`src/rtl/mips32_pkg.sv`:
```
// Shared MIPS32 definitions: opcodes, instruction and fetch-entry types.
package mips32_pkg;

  localparam int XLEN = 32;

  localparam logic [5:0] OPC_RTYPE = 6'h00;
  localparam logic [5:0] OPC_LW    = 6'h08;
  localparam logic [5:0] OPC_SW    = 6'h09;
  localparam logic [5:0] OPC_ADDI  = 6'h0a;
  localparam logic [5:0] OPC_HLT   = 6'h3f;

  typedef logic [XLEN-1:0] instr_t;

  typedef struct packed {
    instr_t            instr;
    logic [XLEN-1:0]   npc;
  } fetch_entry_t;

  typedef enum logic {
    ST_RUN     = 1'b0,
    ST_STOPPED = 1'b1
  } fetch_state_t;

  function automatic logic [5:0] opcode_of(input instr_t i);
    return i[31:26];
  endfunction

endpackage

```
`src/rtl/mips32_fetch_queue_fetch_fifo.sv`:
```
// Synchronous FIFO of fetch entries with flush; flush wins over push and pop.
module fetch_fifo
  import mips32_pkg::*;
#(
  parameter  int DEPTH = 4,
  localparam int AW    = $clog2(DEPTH),
  localparam int CW    = $clog2(DEPTH) + 1
) (
  input  logic          i_clk,
  input  logic          i_rst_n,
  input  logic          i_push,
  input  fetch_entry_t  i_data,
  input  logic          i_pop,
  input  logic          i_flush,
  output fetch_entry_t  o_head,
  output logic [CW-1:0] o_count,
  output logic          o_empty
);

  fetch_entry_t  r_mem [DEPTH];
  logic [AW-1:0] r_wr_ptr;
  logic [AW-1:0] r_rd_ptr;
  logic [CW-1:0] r_count;
  logic          w_pop;

  assign w_pop   = i_pop && (r_count != '0);
  assign o_head  = r_mem[r_rd_ptr];
  assign o_count = r_count;
  assign o_empty = (r_count == '0);

  always_ff @(posedge i_clk or negedge i_rst_n) begin
    if (!i_rst_n) begin
      r_wr_ptr <= '0;
      r_rd_ptr <= '0;
      r_count  <= '0;
    end else if (i_flush) begin
      r_wr_ptr <= '0;
      r_rd_ptr <= '0;
      r_count  <= '0;
    end else begin
      if (i_push) r_wr_ptr <= r_wr_ptr + AW'(1);
      if (w_pop)  r_rd_ptr <= r_rd_ptr + AW'(1);
      case ({i_push, w_pop})
        2'b10:   r_count <= r_count + CW'(1);
        2'b01:   r_count <= r_count - CW'(1);
        default: r_count <= r_count;
      endcase
    end
  end

  // Storage needs no reset: the top masks the head while the FIFO is empty.
  always_ff @(posedge i_clk) begin
    if (i_push && !i_flush) r_mem[r_wr_ptr] <= i_data;
  end

endmodule

```
`src/rtl/mips32_fetch_queue.sv`:
```
// MIPS32 fetch front-end: PC, credit-based imem requests, fetch FIFO, redirect.
// Optional HLT fetch stop is built when FETCH_HLT_STOP_EN is defined.
module mips32_fetch_queue
  import mips32_pkg::*;
#(
  parameter  int ADDR_W = 32,
  parameter  int DATA_W = 32,
  parameter  int DEPTH  = 4,
  localparam int CW     = $clog2(DEPTH) + 1
) (
  input  logic              clk1,
  input  logic              rst_n,
  output logic              imem_req,
  output logic [ADDR_W-1:0] imem_addr,
  input  logic [DATA_W-1:0] imem_rdata,
  input  logic              redirect_valid,
  input  logic [ADDR_W-1:0] redirect_pc,
  output logic              out_valid,
  input  logic              out_ready,
  output logic [DATA_W-1:0] out_instr,
  output logic [ADDR_W-1:0] out_npc,
  output logic              fetch_stopped,
  output logic [CW-1:0]     count
);

  logic [ADDR_W-1:0] r_pc;
  logic              r_inflight;
  logic [ADDR_W-1:0] r_inflight_pc;
  logic              r_kill;
  fetch_state_t      r_state;

  logic              w_credit_ok;
  logic              w_issue;
  logic              w_push;
  logic              w_pop;
  logic              w_hlt;
  logic              w_empty;
  logic [CW-1:0]     w_count;
  fetch_entry_t      w_push_entry;
  fetch_entry_t      w_head;

  // A request only goes out when a slot is reserved for its response, so a
  // returning word never meets a full FIFO even if nothing dequeues.
  assign w_credit_ok = ({1'b0, w_count} + (CW+1)'(r_inflight)) < (CW+1)'(DEPTH);
  assign w_issue     = (r_state == ST_RUN) && !redirect_valid && w_credit_ok;
  assign imem_req    = w_issue && rst_n;
  assign imem_addr   = r_pc;

  assign w_push             = r_inflight && !r_kill && !redirect_valid;
  assign w_push_entry.instr = XLEN'(imem_rdata);
  assign w_push_entry.npc   = XLEN'(r_inflight_pc + ADDR_W'(1));

  // Handshake: the head transfers on any cycle where out_valid && out_ready
  // are both high; out_valid never depends on out_ready.
  assign w_pop     = out_valid && out_ready;
  assign out_valid = !w_empty;
  assign out_instr = out_valid ? DATA_W'(w_head.instr) : '0;
  assign out_npc   = out_valid ? ADDR_W'(w_head.npc)   : '0;
  assign count     = w_count;

`ifdef FETCH_HLT_STOP_EN
  assign w_hlt         = w_push && (opcode_of(w_push_entry.instr) == OPC_HLT);
  assign fetch_stopped = (r_state == ST_STOPPED);
`else
  assign w_hlt         = 1'b0;
  assign fetch_stopped = 1'b0;
`endif

  always_ff @(posedge clk1 or negedge rst_n) begin
    if (!rst_n) begin
      r_pc          <= '0;
      r_inflight    <= 1'b0;
      r_inflight_pc <= '0;
      r_kill        <= 1'b0;
      r_state       <= ST_RUN;
    end else if (redirect_valid) begin
      r_pc       <= redirect_pc;
      r_inflight <= 1'b0;
      r_kill     <= 1'b0;
      r_state    <= ST_RUN;
    end else begin
      r_inflight <= w_issue;
      // The word fetched alongside an HLT response lands after the stop.
      r_kill     <= w_hlt && w_issue;
      if (w_issue) begin
        r_pc          <= r_pc + ADDR_W'(1);
        r_inflight_pc <= r_pc;
      end
      if (w_hlt) r_state <= ST_STOPPED;
    end
  end

  fetch_fifo #(
    .DEPTH (DEPTH)
  ) u_fifo (
    .i_clk   (clk1),
    .i_rst_n (rst_n),
    .i_push  (w_push),
    .i_data  (w_push_entry),
    .i_pop   (w_pop),
    .i_flush (redirect_valid),
    .o_head  (w_head),
    .o_count (w_count),
    .o_empty (w_empty)
  );

endmodule

```
`config.mk`:
```
export PLATFORM = sky130hd
export DESIGN_NAME = mips32_fetch_queue
export DESIGN_NICKNAME = d
export VERILOG_FILES = /design/src/rtl/mips32_pkg.sv /design/src/rtl/mips32_fetch_queue_fetch_fifo.sv /design/src/rtl/mips32_fetch_queue.sv
export SDC_FILE = /design/constraint.sdc
export NUM_CORES = 1
export LEC_CHECK = 0
export ABC_CLOCK_PERIOD_IN_PS = 7070
export BUFFER_PORTS_ARGS = -buffer_cell sky130_fd_sc_hd__buf_4
export CORE_MARGIN = 1
export CORE_UTILIZATION = 60
export CTS_CLUSTER_DIAMETER = 30
export DETAILED_ROUTE_END_ITERATION = 7
export GPL_ROUTABILITY_DRIVEN = 0
export GPL_TIMING_DRIVEN = 0
export PLACE_DENSITY = 0.89
export SYNTH_ARGS = -nofsm -noshare
export SYNTH_HDL_FRONTEND = slang
export SYNTH_SLANG_ARGS = --single-unit
```
`constraint.sdc`:
```
create_clock -name clk1 -period 7.07 [get_ports clk1]
set_input_delay 1.7675 -clock clk1 [delete_from_list [all_inputs] [get_ports clk1]]
set_output_delay 1.7675 -clock clk1 [all_outputs]
set_load 0.02 [all_outputs]
```
Word level (Yosys, flattened, before mapping)

Memories as Yosys holds them, arrays and structs flattened.
Index checks and enable logic that the tools add are counted.

$add $sub $neg: 7
Order comparisons: 1
Equality and inequality tests: 2
Multiplexer cells: 13
Bitwise operators: 1
Reductions and logical operators: 15

Operator list:

| cell                                                        | number |
|---|---|
| 2-to-1 mux 32 bit                                           | 4 |
| adder 32 x 1 -> 32 bit (second input constant)              | 2 |
| 2-to-1 mux 2 bit                                            | 4 |
| logical AND 1 bit                                           | 6 |
| one-hot mux 3 bit (2 select lines)                          | 1 |
| nonzero test 2 bit                                          | 3 |
| nonzero test 3 bit                                          | 2 |
| adder 2 x 1 -> 2 bit (second input constant)                | 2 |
| adder 3 x 1 -> 4 bit                                        | 1 |
| less-than comparator 4 x 3 -> 1 bit (second input constant) | 1 |
| adder 3 x 1 -> 3 bit (second input constant)                | 1 |
| logical NOT 3 bit                                           | 1 |
| 2-to-1 mux 1 bit                                            | 3 |
| 2-to-1 mux 3 bit                                            | 1 |
| subtractor 3 x 1 -> 3 bit (second input constant)           | 1 |
| == test 2 x 1 -> 1 bit (second input constant)              | 1 |
| == test 2 bit (second input constant)                       | 1 |
| logical NOT 1 bit                                           | 2 |
| AND reduction 2 bit                                         | 1 |
| inverter 1 bit                                              | 1 |

Bits in registers: 72
Memory bits (writable): 256
Output and inout port bits: 102
Word-level logic and storage cells: 46
Memories kept: 1

Memory list:

| name         | words | bits a word | rd ports | clocked after Yosys merged registers in | wr ports | line                                | source |
|---|---|---|---|---|---|---|---|
| u_fifo.r_mem | 4     | 64          | 1        | 0                                       | 1        | mips32_fetch_queue_fetch_fifo.sv:20 | `fetch_entry_t r_mem [DEPTH];` |

Depth between registers and ports, before layout

Depth after elaboration: 7
Gate-level depth with buffers: 8
Mapped depth without buffers: 6

Hierarchy

From an unflattened synthesis, not the netlist that was laid out.

Cell total of the unflattened synthesis: 857
Area total of the unflattened synthesis: 13995.9 µm²

Modules (own cells, without submodules):

| module             | instances | cells an instance | area each (µm²) | seq. area each (µm²) |
|---|---|---|---|---|
| fetch_fifo         | 1         | 386               | 9725.6          | 7862.5 |
| mips32_fetch_queue | 1         | 471               | 4270.3          | 1626.6 |

Least setup slack after synthesis

OpenSTA, ideal clock, no wires.

Path type: in2out
Start point: input port redirect_valid
End point: output port imem_req
Arrival time: 2773 ps
Data required time: 5302 ps
Slack: 2530 ps
Cell stages on the path: 5
Path through: clkbuf_1 clkbuf_1 inv_1 clkbuf_1 and3_1

Cells in the longest elaborated chain, start to end: 3

Ends and longest elaborated chain:

| what               | line                     | source |
|---|---|---|
| start: declaration | mips32_fetch_queue.sv:16 | `input logic redirect_valid,` |
| logical NOT 1 bit  | mips32_fetch_queue.sv:45 | `assign w_issue = (r_state == ST_RUN) && !redirect_valid && w_credit_ok;` |
| logical AND 1 bit  | mips32_fetch_queue.sv:45 |  |
| logical AND 1 bit  | mips32_fetch_queue.sv:46 | `assign imem_req = w_issue && rst_n;` |
| end: declaration   | mips32_fetch_queue.sv:13 | `output logic imem_req,` |

No other way between the ends.

Final worst setup path

Same ends and word-level chain as after synthesis.

==> key figures <==
Hold path
  – Hold WC Path Type: flop to flop

Timing
  – Smallest hold slack: 0.544 ns
  – Slew headroom: 0.235
  – Final setup vio count: 0
  – Final period util: 0.742
  – Total negative slack: 0 ns
  – Tightest Pin Transition: 1.14 ns
  – Pins Over Slew Limit: 0
  – Skew final: 0.0222 ns
  – RSZ-0062 raised after global routing: false
  – FMAX: 0.191 GHz
  – Fin. Hold Viols: 0
  – Min Tclk post-route: 5.25 ns

Floorplanning
  – Num rows: 55
  – Initial Util: 0.612
  – Die area: 23,700 µm²
  – Die Y-Extent: 154 µm
  – Top Ports: 170
  – Core area: 22,600 µm²
  – Die Span X: 154 µm

Critical path
  – Worst path cell trace: clkbuf_1 -> clkbuf_1 -> inv_1 -> clkbuf_1 -> and3_1 -> buf_4
  – Crit-path max FO: 10
  – Cell mode on critical path: clkbuf_1
  – CP Capture Type: primary output
  – WP data required: 5.30 ns
  – Critical Path AT: 3.48 ns
  – Slowest Stage Delay on Critical Path: 0.43 ns
  – Critical path class: input pin to primary output
  – CP bufs+invs: 5
  – CP top delay family: buffers and inverters
  – Launching element type of the critical path: input pin
  – Slowest CP cell: clkbuf_1

Clock tree
  – Maximum root-to-sink buffer count: 3
  – CTS tree: built
  – Clock transition at path regs: 0.05 ns
  – CTS Buf Count: 57
  – Setup Buffers After CTS: 0
  – Hold-fix buffers, CTS: 0
  – Clk root buf: clkbuf_16
  – H-tree levels: 2
  – CTS resizes: 0
  – Worst skew pair latency: 0.56 ns
  – CTS Sinks: 328

Power and ir drop
  – Final Total Pwr: 0.00751 W
  – Maximum vdd drop: 228 µV
  – Pleak: 6.33 nW
  – Pwr/cell area: 428 nW/µm²

Logic synthesis
  – Most frequent cell after synthesis: edfxtp_1
  – Synth Register Bits: 328
  – Synthesized area: 13,900 µm²
  – Synth top area share: 0.555
  – Synth top cells by count: edfxtp_1, dfrtp_1, and2_1
  – EDFF count, synth: 256
  – Post-synth top flop: edfxtp_1
  – Synth cell types: 46
  – Synth warnings: 0
  – Top area cells in the synthesized netlist: edfxtp_1, dfrtp_1, mux4_2
  – Synth async-reset ratio: 0.220
  – Sequential area share after synthesis: 0.685
  – Cells after synthesis: 847
  – Avg Inst Size Synth: 16.4 µm²
  – Largest area contributor in the netlist: edfxtp_1
  – Syn nets: 922

GRT
  – GRT overflow: 0
  – Grt met3 use: 0.0603
  – Vias in the first global route: 9,147
  – Gr busiest metal: met2
  – Met2 usage: 0.479
  – Largest net degree at the start of global routing: 74
  – M1 GR Usage: 0.367
  – Antenna violations before repair: 0
  – Gr usage total: 0.289
  – Global-route wire length before repair: 51,400 µm

Routing
  – Via-to-Cell Ratio: 6.22
  – Final antenna-violating net count: 0
  – DRT Pass-1 Iters: 5
  – Post-route DRC: 0
  – Initial drt markers: 660
  – Wire length per cell: 23.6 µm
  – DR vias: 8,773
  – Final WL: 33,300 µm

Layout
  – Final non-filler cell total: 1,410
  – Synth-to-Final Area Change: 26.6%
  – Area of the multi-input gates: 4160 µm²
  – Ant diodes: 0
  – Sequential Area: 9490 µm²
  – NumNets Final: 1,152
  – Layout cells sized above 1: 0.339
  – # fillers: 1,194

Placed design
  – Hpwl dp: 19,800 µm
  – I/O Buffers: 167
  – Inst Count DP: 1,303

Status
  – Status: finished clean

Flow run
  – Max Cap Viol: 0
## layout by cell type, fill, tap and decap left out, types with 3 or more instances in the layout
| master | instances |
|---|---|
| a31oi_1 | 12 |
| and2_1 | 67 |
| and2_4 | 4 |
| and3_1 | 14 |
| and4_1 | 7 |
| buf_1 | 5 |
| buf_16 | 4 |
| buf_2 | 10 |
| buf_4 | 168 |
| bufinv_16 | 7 |
| clkbuf_1 | 38 |
| clkbuf_16 | 59 |
| clkinv_1 | 6 |
| clkinv_2 | 6 |
| clkinv_4 | 5 |
| clkinvlp_4 | 7 |
| dfrtp_1 | 72 |
| edfxtp_1 | 256 |
| ha_1 | 6 |
| inv_1 | 7 |
| inv_6 | 7 |
| mux2_2 | 30 |
| mux2i_1 | 3 |
| mux4_2 | 64 |
| nand2_1 | 43 |
| nand3_1 | 30 |
| nand4_1 | 26 |
| nor2_1 | 27 |
| nor3_1 | 5 |
| nor4_1 | 4 |
| o211ai_1 | 6 |
| o21ai_0 | 19 |
| o31ai_1 | 10 |
| or3_1 | 3 |
| or4_1 | 18 |
| xnor2_1 | 29 |
| xor2_1 | 15 |
## cell type report
type	count	area share
Sequential cell	328	0.541
Multi-Input combinational cell	465	0.237
Clock buffer	69	0.0874
Timing Repair Buffer	171	0.0777
Clock inverter	38	0.0240
Tap cell	285	0.0203
Buffer	47	0.0114
Inverter	7	0.00150
## where the power goes
part,internal [W],leakage (nW),switching [W]
Clock,0.00180,0.936,0.000924
Sequential,0.00241,3.17,0.000211
Combinational,0.000963,2.23,0.00120
Total,0.00517,6.33,0.00234
## flip-flops by register name, summed over array words and instances, names as in the netlist
signal           count
u_fifo.o_count       3
imem_addr           32
r_inflight           1
u_fifo.r_wr_ptr      2
u_fifo.r_rd_ptr      2
u_fifo.r_mem       256
r_inflight_pc       32
## metal layers
metal,share of wire,vias up
met5,0,-
met4,0.039,0
met3,0.083,90
met2,0.50,524
met1,0.38,4367
li1,-,3792
## per-stage QoR
| stage | setup slack, ns | cell area, µm² | util |
|---|---|---|---|
| 5_1_grt | 1.76 | 17500 | 0.775 |
| 2_1_floorplan | 2.53 | 13900 | - |
| 6_report | 1.82 | 17500 | 0.775 |
| 3_5_place_dp | 1.92 | 15600 | 0.688 |
| 3_3_place_gp | 1.48 | 15500 | 0.683 |
| 4_1_cts | 1.89 | 17500 | 0.775 |
## final timing paths
path / startpoint / to / slack [ns] / cells after the start
hold reg to reg: r_inflight_pc[19] / r_inflight_pc[19] / 0.54 / 1
hold / removal: r_inflight_pc[19] / r_inflight_pc[19] / 0.54 / 1
min in group asynchronous: rst_n / imem_addr[0] / 1.37 / 1
max in group asynchronous: rst_n / r_inflight_pc[16] / 5.10 / 1
setup reg to reg: r_inflight_pc[0] / u_fifo.r_mem[0][18] / 4.42 / 5
setup / recovery: redirect_valid / imem_req / 1.82 / 6
## kinds of logic (layout without fill, tap and decap cells)
group,after synthesis,in the layout,share of synthesized area
flip-flops,328,328,0.685
buffers and inverters,54,332,0.0163
AND/OR/NAND/NOR,258,258,0.105
adder cells (fa/ha/maj),7,7,0.00686
multiplexers,97,97,0.131
other,1,1,0.000271
XOR/XNOR,44,44,0.0278
AO/OA/AOI/OAI,58,58,0.0286
No activity file was read; power rests on OpenSTA's default activity.
